`src/rtl/trace_pkg.sv`:
```
// Shared types and constants for the UART debug-trace packer: FSM encoding,
// default framing constants and the frame-length helper.
package trace_pkg;

    typedef enum logic [2:0] {
        ST_IDLE,
        ST_HDR,
        ST_SEQ,
        ST_IDX,
        ST_DATA,
        ST_CHK
    } state_e;

    localparam logic [7:0] HDR_DEFAULT = 8'hA5;
    localparam int         DW_DEFAULT  = 32;
    localparam int         BPW         = DW_DEFAULT / 8;

    // Bytes on the wire: HDR, SEQ, CHK plus an index byte and a word per enabled channel.
    function automatic int frame_len(input int n_enabled, input int bytes_per_word);
        return 3 + n_enabled * (1 + bytes_per_word);
    endfunction

endpackage

```
`src/rtl/uart_tx_byte.sv`:
```
// 8N1 UART byte serialiser, LSB first, idle high. ready_o is also high in the
// last cycle of the stop bit so consecutive bytes leave with no idle gap.
module uart_tx_byte #(
    parameter int CLKS_PER_BIT = 434
) (
    input  logic       qclk,
    input  logic       resetn,
    input  logic [7:0] byte_i,
    input  logic       valid_i,
    output logic       ready_o,
    output logic       tx_o
);

    localparam int CCW = (CLKS_PER_BIT > 2) ? $clog2(CLKS_PER_BIT) : 1;

    logic           active_q, active_d;
    logic           tx_q, tx_d;
    logic [8:0]     shift_q, shift_d;
    logic [3:0]     bit_q, bit_d;
    logic [CCW-1:0] clk_cnt_q, clk_cnt_d;
    logic           bit_end;

    always_comb begin
        // NOTE: every signal written here gets a default first, so no path leaves it unassigned and no latch is inferred.
        active_d  = active_q;
        tx_d      = tx_q;
        shift_d   = shift_q;
        bit_d     = bit_q;
        clk_cnt_d = clk_cnt_q;
        bit_end   = (clk_cnt_q == CCW'(CLKS_PER_BIT - 1));
        ready_o   = !active_q || (bit_end && (bit_q == 4'd9));

        if (valid_i && ready_o) begin
            active_d  = 1'b1;
            tx_d      = 1'b0;
            shift_d   = {1'b1, byte_i};
            bit_d     = 4'd0;
            clk_cnt_d = '0;
        end else if (active_q) begin
            if (bit_end) begin
                clk_cnt_d = '0;
                if (bit_q == 4'd9) begin
                    active_d = 1'b0;
                    tx_d     = 1'b1;
                end else begin
                    bit_d   = bit_q + 4'd1;
                    tx_d    = shift_q[0];
                    shift_d = {1'b1, shift_q[8:1]};
                end
            end else begin
                clk_cnt_d = clk_cnt_q + 1'b1;
            end
        end
    end

    always_ff @(posedge qclk) begin
        // NOTE: state updates use non-blocking assignments so every flop samples pre-edge values.
        if (!resetn) begin
            active_q  <= 1'b0;
            tx_q      <= 1'b1;
            shift_q   <= '1;
            bit_q     <= 4'd0;
            clk_cnt_q <= '0;
        end else begin
            active_q  <= active_d;
            tx_q      <= tx_d;
            shift_q   <= shift_d;
            bit_q     <= bit_d;
            clk_cnt_q <= clk_cnt_d;
        end
    end

    assign tx_o = tx_q;

endmodule

```
`src/rtl/uart_trace_packer.sv`:
```
// Debug-trace packer: snapshots enabled channel words on send_i and emits
// one framed, XOR-checksummed, sequence-numbered packet over a UART line.
module uart_trace_packer
    import trace_pkg::*;
#(
    parameter int         NCH          = 8,
    parameter int         DW           = DW_DEFAULT,
    parameter int         CLKS_PER_BIT = 434,
    parameter logic [7:0] HDR          = HDR_DEFAULT
) (
    input  logic              qclk,
    input  logic              resetn,
    input  logic              send_i,
    input  logic [NCH*DW-1:0] ch_data_i,
    input  logic [NCH-1:0]    ch_en_i,
    output logic              tx_o,
    output logic              busy_o,
    output logic              done_o,
    output logic              drop_o,
    output logic [7:0]        seq_o
);

    localparam int WORD_BYTES = DW / 8;
    localparam int CW         = (NCH > 1) ? $clog2(NCH) : 1;
    localparam int BCW        = (WORD_BYTES > 1) ? $clog2(WORD_BYTES) : 1;

    state_e            state_q, state_d;
    logic [7:0]        seq_q, seq_d;
    logic              drop_q, drop_d;
    logic              done_q, done_d;
    logic [7:0]        chk_q, chk_d;
    logic              chk_sent_q, chk_sent_d;
    logic [CW-1:0]     ch_idx_q, ch_idx_d;
    logic [BCW-1:0]    byte_cnt_q, byte_cnt_d;
    logic [NCH*DW-1:0] data_q, data_d;
    logic [NCH-1:0]    en_q, en_d;

    logic              tx_valid, tx_ready;
    logic [7:0]        tx_byte, cur_byte;
    logic              found;
    logic [CW-1:0]     next_ch;
    int                scan_start;

    always_comb begin
        state_d    = state_q;
        seq_d      = seq_q;
        drop_d     = drop_q;
        done_d     = 1'b0;
        chk_d      = chk_q;
        chk_sent_d = chk_sent_q;
        ch_idx_d   = ch_idx_q;
        byte_cnt_d = byte_cnt_q;
        data_d     = data_q;
        en_d       = en_q;
        tx_valid   = 1'b0;
        tx_byte    = 8'h00;

        // Lowest enabled channel at or above the scan start; SEQ restarts the scan at 0.
        scan_start = (state_q == ST_SEQ) ? 0 : int'(ch_idx_q) + 1;
        found      = 1'b0;
        next_ch    = '0;
        for (int c = NCH - 1; c >= 0; c--) begin
            if (en_q[c] && (c >= scan_start)) begin
                found   = 1'b1;
                next_ch = CW'(c);
            end
        end
        cur_byte = data_q[int'(ch_idx_q) * DW + int'(byte_cnt_q) * 8 +: 8];

        if ((state_q != ST_IDLE) && send_i) drop_d = 1'b1;

        case (state_q)
            ST_IDLE: begin
                if (send_i) begin
                    data_d     = ch_data_i;
                    en_d       = ch_en_i;
                    chk_d      = 8'h00;
                    chk_sent_d = 1'b0;
                    state_d    = ST_HDR;
                end
            end
            ST_HDR: begin
                tx_valid = 1'b1;
                tx_byte  = HDR;
                if (tx_ready) state_d = ST_SEQ;
            end
            ST_SEQ: begin
                tx_valid = 1'b1;
                tx_byte  = seq_q;
                if (tx_ready) begin
                    chk_d    = seq_q;
                    ch_idx_d = next_ch;
                    state_d  = found ? ST_IDX : ST_CHK;
                end
            end
            ST_IDX: begin
                tx_valid = 1'b1;
                tx_byte  = 8'(ch_idx_q);
                if (tx_ready) begin
                    chk_d      = chk_q ^ tx_byte;
                    byte_cnt_d = '0;
                    state_d    = ST_DATA;
                end
            end
            ST_DATA: begin
                tx_valid = 1'b1;
                tx_byte  = cur_byte;
                if (tx_ready) begin
                    chk_d = chk_q ^ cur_byte;
                    if (byte_cnt_q == BCW'(WORD_BYTES - 1)) begin
                        ch_idx_d = next_ch;
                        state_d  = found ? ST_IDX : ST_CHK;
                    end else begin
                        byte_cnt_d = byte_cnt_q + 1'b1;
                    end
                end
            end
            ST_CHK: begin
                // Serialiser ready after the checksum was handed over means its stop bit is ending.
                if (!chk_sent_q) begin
                    tx_valid = 1'b1;
                    tx_byte  = chk_q;
                    if (tx_ready) chk_sent_d = 1'b1;
                end else if (tx_ready) begin
                    chk_sent_d = 1'b0;
                    done_d     = 1'b1;
                    seq_d      = seq_q + 8'd1;
                    state_d    = ST_IDLE;
                end
            end
            default: state_d = ST_IDLE;
        endcase
    end

    always_ff @(posedge qclk) begin
        if (!resetn) begin
            state_q    <= ST_IDLE;
            seq_q      <= 8'h00;
            drop_q     <= 1'b0;
            done_q     <= 1'b0;
            chk_q      <= 8'h00;
            chk_sent_q <= 1'b0;
            ch_idx_q   <= '0;
            byte_cnt_q <= '0;
        end else begin
            state_q    <= state_d;
            seq_q      <= seq_d;
            drop_q     <= drop_d;
            done_q     <= done_d;
            chk_q      <= chk_d;
            chk_sent_q <= chk_sent_d;
            ch_idx_q   <= ch_idx_d;
            byte_cnt_q <= byte_cnt_d;
        end
    end

    // NOTE: the shadow registers are plain datapath storage reloaded on every accepted send, so they carry no reset.
    always_ff @(posedge qclk) begin
        data_q <= data_d;
        en_q   <= en_d;
    end

    uart_tx_byte #(
        .CLKS_PER_BIT(CLKS_PER_BIT)
    ) u_tx (
        .qclk   (qclk),
        .resetn (resetn),
        .byte_i (tx_byte),
        .valid_i(tx_valid),
        .ready_o(tx_ready),
        .tx_o   (tx_o)
    );

    assign busy_o = (state_q != ST_IDLE);
    assign done_o = done_q;
    assign drop_o = drop_q;
    assign seq_o  = seq_q;

endmodule

```
`config.mk`:
```
export PLATFORM = sky130hd
export DESIGN_NAME = uart_trace_packer
export DESIGN_NICKNAME = d
export VERILOG_FILES = /design/src/rtl/trace_pkg.sv /design/src/rtl/uart_tx_byte.sv /design/src/rtl/uart_trace_packer.sv
export SDC_FILE = /design/constraint.sdc
export NUM_CORES = 1
export LEC_CHECK = 0
export CORE_ASPECT_RATIO = 1.2
export CORE_UTILIZATION = 45
export DETAILED_ROUTE_END_ITERATION = 16
export PLACE_DENSITY = 0.72
export REMOVE_ABC_BUFFERS = 1
export SYNTH_ARGS = -nofsm -noshare
export SYNTH_HDL_FRONTEND = slang
export SYNTH_HIERARCHICAL = 1
export SYNTH_SLANG_ARGS = --single-unit
export TNS_END_PERCENT = 50
```
`constraint.sdc`:
```
create_clock -name qclk -period 10.3 [get_ports qclk]
set_input_delay 2.06 -clock qclk [delete_from_list [all_inputs] [get_ports qclk]]
set_output_delay 2.06 -clock qclk [all_outputs]
set_load 0.1 [all_outputs]
```
Word-level counts from Yosys, hierarchy flattened --
Index checks and enable logic that the tools add are counted.
Storage, ports and cells: memories kept 0, word-level logic and storage cells 148, RAM bits 0, output and inout bits 12, bits in read-only memories 0, register bits 314, latch bits 0
Operators by class: reductions and logical operators 34, multipliers 0, magnitude comparators 8, divide/modulo/power cells 0, $add $sub $neg 6, muxes and demuxes 62, shifts and indexed selects 1, bitwise logic cells 4, equal/unequal tests 18
Operators with widths (number):
- $shiftx A256 B10 Y8 | 1
- $mux W8 | 9
- $mux W3 | 20
- $pmux W8 S5 | 1
- $pmux W8 S4 | 1
- $mux W1 | 21
- $ne A2 B2 Y1 const B | 10
- $pmux W3 S6 | 1
- $ge A3 B4 Y1 const A | 4
- $reduce_and A3 Y1 | 4
- $logic_and A1 B1 Y1 | 11
- $reduce_bool A2 Y1 | 5
- $add A8 B5 Y9 | 1
- $add A9 B1 Y9 const B | 1
- $eq A9 B9 Y1 const B | 1
- $mux W9 | 1
- $add A8 B1 Y8 const B | 1
- $ge A1 B4 Y1 const A | 2
- $ge A2 B4 Y1 const A | 2
- $reduce_and A4 Y1 | 2
- $reduce_and A8 Y1 | 1
- $xor A8 B3 Y8 | 1
- $xor A8 B8 Y8 | 1
- $eq A3 B2 Y1 const B | 2
- 22 further kinds | 29

Logic depth before layout (Yosys ltp) --
Gate-level depths: netlist of run 1.
word-level depth 16, gate-level depth with buffers 12

Cells and area by module --
The synthesis of run 1 kept the hierarchy.
Modules (own cells, without submodules):
- uart_trace_packer | cells each 720, area each 11996.5 µm², sequential area each 8468.1 µm², times used 1
- uart_tx_byte | cells each 137, area each 1184.9 µm², sequential area each 460.4 µm², times used 1

Worst setup path after synthesis of run 1 --
Ideal clock, no wire load.
kind input -> register, from input port send_i, to register chk_sent_q, slack 1.599 ns, arrival 8.569 ns, setup time 0.132 ns, buffers on the path 0, stages on the path 3, data required time 10.168 ns, cell sequence and2_1 > nand3b_1 > a21oi_1
On the way: cells in the longest elaborated chain, start to end 2
Ends and longest elaborated chain:
- start, declared | RTL line uart_trace_packer.sv:13 | input logic send_i,
- $ne A2 B2 Y1 (no source line)
- $reduce_and A2 Y1 (no source line)
- end signal, assigned | RTL line uart_trace_packer.sv:151 | chk_sent_q <= chk_sent_d;
- end, declared | RTL line uart_trace_packer.sv:32 | logic chk_sent_q, chk_sent_d;
Every way passes these cells. A chain may end at the register's enable or synchronous reset.

Final worst setup path of run 1 --
from register state_q[0], to output port busy_o
On the way: cells in the longest elaborated chain, start to end 1
Ends and longest elaborated chain:
- start, declared | RTL line uart_trace_packer.sv:27 | state_e state_q, state_d;
- start signal, assigned | RTL line uart_trace_packer.sv:146 | state_q <= state_d;
- $reduce_bool A3 Y1 | RTL line uart_trace_packer.sv:174 | assign busy_o = (state_q != ST_IDLE);
- end, declared | RTL line uart_trace_packer.sv:17 | output logic busy_o,
Every way passes these cells.

==> results.md, run 1 <==
- Hold/Removal Path Class: reg -> reg
- Mapped Area: 13200 sq um
- Syn avg cell area: 15.4 sq um
- Lkg Pwr: 5.68 nW
- CP max-delay cell: clkdlybuf4s50_1
- First-pass GRT wire length: about 47 mm
- Die width: 158 um
- Final Critical Period: 4940 ps
- Hpwl dp: 21.9 mm
- Clk slew on worst S/H paths: 60 ps
- Final setup fails: 0
- Register area share after synthesis: slightly below 70%
- Peak supply drop: 0.166 mV
- Area grow syn2layout: 31.5%
- Synth unique cells: 71
- Worst Setup Start Kind: flip-flop
- Max-cap viol count: 0
- Cts hold-fix bufs: 0
- Post-DP Area: 16300 sq um
- Final setup TNS: 0 ps
- R2R cell count: 8
- Worst path max stage delay: 1170 ps
- Ys flop type: edfxtp_1
- Die area: 30000 sq um
- GR Util All Layers: 20.9%
- Cell Rows: 68
- Worst flop-to-flop path startpoint: ch_idx_q[0]$_SDFFE_PN0P_
- Wirelength per Cell: 20.1 um
- Core outline area: 28800 sq um
- DRC: 0
- Max-slew violation count: 0
- Vias in the first global route: 8509
- Worst Hold Launch: u_tx/tx_o$_SDFFE_PN1P_
- Clk root buf: clkbuf_16
- DP Worst Slack: 5210 ps
- WP data arrival: ~2900 ps
- Detailed Route WL: 31.0 mm
- Max Clock Freq: 202 MHz
- RSZ-0062 raised after global routing: false
- CP required: 8240 ps
- Outcome: finished clean
- R2R Setup Slk: 6770 ps
- WS Path Type: reg -> out
- GPL Wtd Cong: 0.844
- Crit path buf inv count: 2
- Initial core utilization: 45.8%
- R2r endpoint: u_tx/shift_q[6]$_SDFFE_PN1P_
- Period utilisation layout: 48.0%
- Htree depth: 2
- Fin Clk Skew: 11.6 ps
- Die Y: 189 um
- Cell family with most CP delay: buffers and inverters
- Worst Hold Path EP: u_tx/tx_o$_SDFFE_PN1P_
- Post-synthesis register bit count: 314
- Cells after synthesis: 857
- DRT Pass-1 Iters: 5
- Largest net degree at the start of global routing: 186
- Final Hold Viols: 0
- Boundary Pins: 279
- Layout cells sized above 1: about a tenth
- Post-CTS Setup Inserts: 0
- Hold Crit Depth: 1
- Antenna violations before repair: 4
- Top cell type by total area after synthesis: edfxtp_1
- Synth top area cells: edfxtp_1 (60%), mux4_2 (8.5%), dfxtp_1 (7.6%)
- 1st-iter DRT viols: 689
- Rel. slew slack: 25.8%
- Top cell type's share of synthesized area: 60.1%
- Post-route design area: about 17000 sq um
- Ys Warns: 6
- Inserted Clock Buffers: 34
- Setup ws final: 5360 ps
- Pwr Density: 209 nW/um^2
- Routed Antenna Nets: 0
- CTS tree: done
- Port buffer count: around 280
- Final Power: 0.00363 W
- DR vias: 8363
- Worst-path cell chain: nor3_1 > inv_1 > clkdlybuf4s50_1
- Nets: 1407
- Clock tree buffer depth: 3
- Crit path capture type: output port
- # resized after CTS: 0
- Worst-Skew Late Latency: around 500 ps
- Actual slew at the worst max-slew pin: 1110 ps
- Vias per inst: 5.42
- Num Clock Sinks: 314
- Post-synth EDFFs: 264
- Async SR Flop Fraction: 0%
- GR Overflow Total: 0
- Crit Path Max Fanout: 29
[where the power goes]
| group | leakage (nW) | total (W) | switching, W | internal [W] |
|---|---|---|---|---|
| clock network | 0.508 | 0.00115 | 0.000467 | 0.000680 |
| logic | 2.25 | 0.000707 | 0.000403 | 0.000304 |
| registers | 2.92 | 0.00177 | 0.0000988 | 0.00167 |
| total | 5.68 | 0.00363 | 0.000969 | 0.00266 |
[worst max-delay path by stage]
stage | from | to | slack [ps] | depth (start not counted)
after floorplan | send_i | chk_sent_q$_SDFFE_PN0P_ | 1590 | 3
after global placement | resetn | chk_q[0]$_SDFFE_PN0P_ | 5270 | 7
after detailed placement | resetn | chk_q[0]$_SDFFE_PN0P_ | 5210 | 7
after CTS | state_q[0]$_SDFFE_PN0P_ | busy_o | 5370 | 3
after global routing | state_q[0]$_SDFFE_PN0P_ | busy_o | 5240 | 3
final | state_q[0]$_SDFFE_PN0P_ | busy_o | 5360 | 3
[metrics by stage]
| step | cells | hold slack, ps | utilization, % |
|---|---|---|---|
| 3_3_place_gp | 1481 | 460 | 56.6 |
| 5_1_grt | 1544 | 498 | 60.3 |
| 6_report | 1544 | 477 | 60.3 |
| 2_1_floorplan | 812 | 477 | - |
| 3_5_place_dp | 1481 | 461 | 56.6 |
| 4_1_cts | 1540 | 474 | 60.2 |
[registers in the layout (all words and copies together), names as in the netlist]
signal and cells:
data_q 256, u_tx/clk_cnt_q 9, chk_q 8, en_q 8, seq_o 8, u_tx/shift_q 8, u_tx/bit_q 4, ch_idx_q 3
state_q 3, byte_cnt_q 2, chk_sent_q 1, done_o 1, drop_o 1, u_tx/active_q 1, u_tx/tx_o 1
[cell usage in the layout, fill, tap and decap left out, drive strengths merged, types with 5 or more instances in the layout]
master,Yosys,routed
a21oi,41,41
a22oi,26,26
and4,5,5
buf,26,6
clkbuf,19,50
clkdlybuf4s50,0,278
clkinv,1,7
dfxtp,50,50
edfxtp,264,264
ha,8,8
inv,14,15
mux2i,39,39
mux4,50,50
nand2,41,41
nand2b,9,9
nand3,18,18
nand3b,7,7
nand4,5,5
nor2,51,51
nor2b,9,9
nor3,13,13
o21a,5,5
o21ai,27,27
o221ai,6,6
o22ai,24,24
o31ai,8,8
or3,12,12
xnor2,9,9
xor2,8,8
[cell type report]
type / instances / area [sq um]
Fill cell: 2316 / 11400
Sequential cell: 314 / 8940
Multi-Input combinational cell: 483 / 3960
Timing Repair Buffer: 284 / 2840
Clock buffer: 50 / 975
Tap cell: 385 / 482
Clock inverter: 9 / 71.3
Inverter: 15 / 56.3
Antenna cell: 4 / 10.0
[per-layer routing]
layer | vias up | GRT usage, % | routed length [um]
li1 | 3949 | - | -
met1 | 4119 | 24.5 | 11700
met2 | 241 | 37.0 | 16600
met3 | 54 | 4.65 | 1770
met4 | 0 | 7.58 | 921
met5 | - | 0 | 0
[logic make-up after synthesis]
group | count (synthesis) | share of synthesized area [%]
xor+xnor | 17 | 1.13
mux | 91 | 11.7
compound gates | 173 | 8.74
fa+ha+maj | 8 | 0.759
flops | 314 | 67.7
buf+inv | 60 | 2.24
simple gates | 194 | 7.72
[worst register-to-register path: cells and delay by family, from the launching register on]
| family | cells | cell delay, ps |
|---|---|---|
| compound gates | 4 | 720 |
| flops | 1 | 710 |
| mux | 1 | 440 |
| simple gates | 2 | 720 |
| buf+inv | 1 | 790 |
[synth_stat cells, types with 11 or more instances]
library cell  number
dfxtp_1           50
nand2_1           41
a21oi_1           41
inv_1             14
or3_1             12
edfxtp_1         264
buf_2             11
a22oi_1           26
nand3_1           18
o21ai_0           13
nor2_1            51
clkbuf_1          19
nor3_1            13
o22ai_1           24
mux2i_1           39
o21ai_1           14
mux4_2            50
No activity file was read; power rests on OpenSTA's default activity.
==> run 2: changes to the inputs <==
- clock period: 10.3 -> 4.6 ns (I/O delays scaled with it)
==> run 2 against run 1 <==
  * Via count increased by 0.83%
  * Sequential power rose by 120%
  * Clock skew is 1.6 ps higher
  * Clock power increased by 140%
  * Global-route usage rose by 0.30 points
==> results.md, run 2 (synthesized netlist as in run 1, its figures left out) <==
- Num Clock Sinks: 314
- Clk root buf: clkbuf_16
- WP data arrival: 3630 ps
- Cell Rows: 68
- RSZ-0062 raised after global routing: false
- CP required: 5030 ps
- Clock tree buffer depth: 3
- Htree depth: 2
- Largest regs: data_q (256), u_tx/clk_cnt_q (9)
- Cts hold-fix bufs: 0
- Rel. slew slack: just under 30%
- DRC: 0
- Worst path max stage delay: 490 ps
- GR Util All Layers: 21.2%
- Leading cell type in the layout, fill and taps excluded: clkdlybuf4s50_1
- Placed insts: about 1500
- Largest net degree at the start of global routing: 92
- Lkg Pwr: 5.76 nW
- Worst-Skew Late Latency: 510 ps
- Routed Antenna Nets: 0
- Post-Layout Cell Count: 1558
- Die Y: around 190 um
- Die area: 30000 sq um
- Nets: 1413
- Post-CTS Setup Inserts: 0
- Peak supply drop: 0.342 mV
- Layout cells sized above 1: 11.2%
- Seq. cell area: 8940 sq um
- Multi-input gate area: 3960 sq um
- Max Clock Freq: ~310 MHz
- GPL Wtd Cong: 0.857
- Hold/Removal Path Class: reg -> reg
- Fin Clk Skew: approximately 13 ps
- Pwr Density: 474 nW/um^2
- Wirelength per Cell: slightly above 20 um
- Commonest non-fill, non-tap cells in the layout: clkdlybuf4s50_1 (277), edfxtp_1 (264), nor2_1 (51), mux4_2 (50), dfxtp_1 (48)
- Final Hold Viols: 0
- Worst Setup Start Kind: flip-flop
- Max-slew violation count: 0
- WS Path Type: reg -> reg
- GR Overflow Total: 0
- Clk slew on worst S/H paths: 60 ps
- Detailed Route WL: 31.4 mm
- Area grow syn2layout: 32.8%
- Post-DP Area: 16300 sq um
- DRT Pass-1 Iters: 6
- Largest register FFs: 256
- Period utilisation layout: 69.6%
- # resized after CTS: 0
- Vias per inst: 5.41
- Outcome: finished clean
- Final setup fails: 0
- 1st-iter DRT viols: between 800 and 900
- DR vias: 8432
- Final Critical Period: 3200 ps
- Boundary Pins: 279
- Max-cap viol count: 0
- Biggest register: data_q
- Fillers: about 2300
- Vias in the first global route: 8565
- First-pass GRT wire length: around 47 mm
- Inserted Clock Buffers: 34
- Initial core utilization: between 40% and 50%
- Actual slew at the worst max-slew pin: 1060 ps
- Post-route design area: 17500 sq um
- CP max-delay cell: o21ai_1
- Die width: roughly 160 um
- Port buffer count: 278
- Worst-path cell chain: ha_1 > and4b_1 > nand2_1 > o21ai_1 > buf_4 > inv_1 > nor3_1 > nand2_1 > o21ai_0 > a22oi_1 > o21ai_1
- CTS tree: done
- Core outline area: roughly 29000 sq um
- Crit Path Max Fanout: 12
- Crit path capture type: flip-flop
- Hpwl dp: 22.4 mm
- Antenna violations before repair: 10
==> run 2: cell types whose count changed in the layout (fill, tap and decap cells not counted) <==
cell,before,now
clkinv_4,0,2
clkdlybuf4s50_1,278,277
clkbuf_1,11,4
clkbuf_2,1,0
buf_4,5,10
clkinv_2,2,5
clkinv_1,5,6
buf_12,1,3
diode_2,4,10
clkbuf_16,36,37
clkbuf_8,2,1
clkinvlp_4,1,3
bufinv_16,1,3
==> run 2: power breakdown <==
part | switching [W] | internal, W
sequential | 0.000228 | 0.00373
combinational | 0.000903 | 0.000698
clock | 0.00109 | 0.00165
total | 0.00222 | 0.00608
==> run 2: metal layers <==
layer  part of all wire (%)  track usage [%]
met1                     38             25.8
met2                     53             36.1
met3                    5.6             4.12
met4                    3.5             9.47
met5                      0                0
==> run 2: worst max-delay path, delay by kind of cell (launching register included) <==
family	cells	cell delay (ps)
AND/OR/NAND/NOR	4	1160
AO/OA/AOI/OAI	4	960
buffers and inverters	2	430
flip-flops	1	400
adder cells (fa/ha/maj)	1	170
==> run 2: metrics by stage <==
stage / utilization, % / setup TNS (ps) / power [W] / hold slack, ps / worst slack, ps
floorplan: - / -782140 / 0.00516 / 477 / -2970
global placement: 56.8 / 0 / 0.00556 / 463 / 1500
detailed placement: 56.8 / 0 / 0.00562 / 469 / 1490
CTS: 60.8 / 0 / 0.00836 / 483 / 1400
global route: 60.9 / 0 / 0.00864 / 511 / 1210
finish: 60.9 / 0 / 0.00830 / 483 / 1400
==> run 2: worst paths after layout <==
kind	startpoint	endpoint	slack (ps)	cells past startpoint
worst max register to register	u_tx/clk_cnt_q[0]$_SDFFE_PP0P_	chk_q[1]$_SDFFE_PN0P_	1400	11
worst min-delay path	u_tx/tx_o$_SDFFE_PN1P_	u_tx/tx_o$_SDFFE_PN1P_	480	1
worst max-delay path	u_tx/clk_cnt_q[0]$_SDFFE_PP0P_	chk_q[1]$_SDFFE_PN0P_	1400	11
worst min register to register	u_tx/tx_o$_SDFFE_PN1P_	u_tx/tx_o$_SDFFE_PN1P_	480	1
==> run 2: final cells by class <==
cell class	count	share of cell area [%]
diodes	10	0.143
flip-flops and latches	314	51.1
repair buffers	290	16.6
well taps	385	2.75
clock buffers	42	5.45
clock inverters	19	1.04
inverters	15	0.322
multi-input cells	483	22.6
==> run 3: changes to the inputs <==
- PLACE_DENSITY: 0.72 -> 0.75
- clock period: 4.6 -> 2.9 ns (I/O delays scaled with it)
==> run 3 against run 2 <==
  * Clock power increased by 52%
  * Global-route usage up 0.19 points
  * Sequential cell count unchanged
  * Critical endpoint is now u_tx/shift_q[4]$_SDFFE_PN1P_
  * Die area stayed put
  * Critical path depth fell by 3
==> results.md, run 3 (synthesized netlist as in run 1, its figures left out) <==
- Outcome: finished clean
- Lkg Pwr: 5.94 nW
- Seq. cell area: 8940 sq um
- CTS tree: done
- Final Critical Period: 2680 ps
- Crit path buf inv count: 1
- Die Y: 189 um
- WS Path Type: reg -> reg
- Sw frac: 26.8%
- Routed Antenna Nets: 0
- GPL Wtd Cong: 0.840
- WP data arrival: 3120 ps
- GR Util All Layers: 21.4%
- Final Power: between 0.01 and 0.015 W
- Vias in the first global route: 8634
- Layout cells sized above 1: approximately 14%
- Max-cap viol count: 0
- Hold/Removal Path Class: reg -> reg
- Largest regs: data_q (256), u_tx/clk_cnt_q (9)
- Largest net degree at the start of global routing: 67
- Core outline area: about 29000 sq um
- Max Clock Freq: between 300 and 400 MHz
- Hpwl dp: roughly 23 mm
- Worst-Skew Late Latency: 560 ps
- Detailed Route WL: 31.9 mm
- GR Overflow Total: 0
- Largest register FFs: 256
- Clock tree buffer depth: 3
- Boundary Pins: approximately 280
- DRC: 0
- Rel. slew slack: 50.8%
- Crit path capture type: flip-flop
- Post-route design area: 17700 sq um
- Vias per inst: 5.43
- Pwr Density: 741 nW/um^2
- Peak supply drop: 0.502 mV
- Worst-path cell chain: buf_4 > and3b_1 > a22oi_1 > and4_1 > o21ai_1 > or3_1 > o22ai_1 > o31ai_1
- Num Clock Sinks: around 310
- Clock network fraction of total power: between 30% and 40%
- Final setup fails: 0
- Area grow syn2layout: 34.4%
- Die width: around 160 um
- Fillers: ~2200
- Clk root buf: clkbuf_16
- Max-slew violation count: 0
- Port buffer count: approximately 280
- DR vias: 8584
- CP required: 3340 ps
- Worst path max stage delay: about 650 ps
- Cell Rows: 68
- Switching pwr: 0.00351 W
- Biggest register: data_q
- Reg power frac: between 40% and 50%
- Cts hold-fix bufs: 0
- Gate power share: 20.7%
- CP max-delay cell: dfxtp_1
- Cell family with most CP delay: simple AND/OR/NAND/NOR gates
- 1st-iter DRT viols: 666
- Die area: 30000 sq um
- DRT Pass-1 Iters: 5
- RSZ-0062 raised after global routing: false
- Wirelength per Cell: between 20 and 25 um
- Final Hold Viols: 0
- P_int: 0.00961 W
- Post-DP Area: 16500 sq um
- Clk slew on worst S/H paths: 60 ps
- Htree depth: 1
- Worst Setup Start Kind: flip-flop
- Period utilisation layout: 92.3%
- Multi-input gate area: 3960 sq um
- Crit Path Max Fanout: 14
- Inserted Clock Buffers: 31
- Actual slew at the worst max-slew pin: 735 ps
- Leading cell type in the layout, fill and taps excluded: clkdlybuf4s50_1
- Fin Clk Skew: approximately 17 ps
- Commonest non-fill, non-tap cells in the layout: clkdlybuf4s50_1 (266), edfxtp_1 (264), nor2_1 (51), mux4_2 (50), buf_4 (49)
- Antenna violations before repair: 4
- Nets: ~1400
- Initial core utilization: 45.8%
- First-pass GRT wire length: 48.3 mm
[run 3: metrics by stage]
stage | setup TNS [ps] | hold WS, ps | util [%] | std cells | setup slack, ps
2_1_floorplan | -1246270 | 477 | - | 812 | -4620
3_3_place_gp | 0 | 458 | 57.5 | 1510 | 175
3_5_place_dp | 0 | 467 | 57.5 | 1510 | 155
4_1_cts | 0 | 486 | 61.2 | 1567 | 145
5_1_grt | 0 | 507 | 61.6 | 1582 | 16.9
6_report | 0 | 475 | 61.6 | 1582 | 225
[run 3: cell type report]
type | count | area share, %
Antenna cell | 4 | 0.0565
Clock buffer | 36 | 4.48
Clock inverter | 21 | 1.49
Inverter | 15 | 0.318
Multi-Input combinational cell | 483 | 22.3
Sequential cell | 314 | 50.4
Tap cell | 385 | 2.72
Timing Repair Buffer | 324 | 18.2
[run 3: power by group through the flow]
stage	combinational, W	sequential (W)	clock, W
floorplan	0.00141	0.00637	0
global placement	0.00263	0.00632	0
detailed placement	0.00268	0.00635	0
CTS	0.00268	0.00626	0.00425
global route	0.00294	0.00631	0.00444
finish	0.00272	0.00624	0.00417
[run 3: worst paths after layout]
path | start | endpoint | slack [ps] | cells after the start
worst max-delay path | ch_idx_q[2]$_SDFFE_PN0P_ | u_tx/shift_q[4]$_SDFFE_PN1P_ | 220 | 8
worst min-delay path | drop_o$_SDFFE_PN0P_ | drop_o$_SDFFE_PN0P_ | 480 | 2
worst max register to register | ch_idx_q[2]$_SDFFE_PN0P_ | u_tx/shift_q[4]$_SDFFE_PN1P_ | 220 | 8
worst min register to register | drop_o$_SDFFE_PN0P_ | drop_o$_SDFFE_PN0P_ | 480 | 2
[run 3: metal layers]
layer  up-vias  global-route usage [%]  routed length [um]
li1       4025                       -                   -
met4         0                    8.54                1150
met5         -                       0                   0
met2       275                    37.4               17100
met3        65                    3.36                1690
met1      4219                    26.1               12000
[run 3: worst min-delay path: cells and delay by family (launching register included)]
kind | cells | cell delay, ps
compound gates | 1 | 40
flops | 1 | 330
simple gates | 1 | 70
[run 3: timing repair]
action,4_1_cts,5_1_grt
setup buffers,0,11
setup endpoints to repair,0,6
resized for setup,0,0
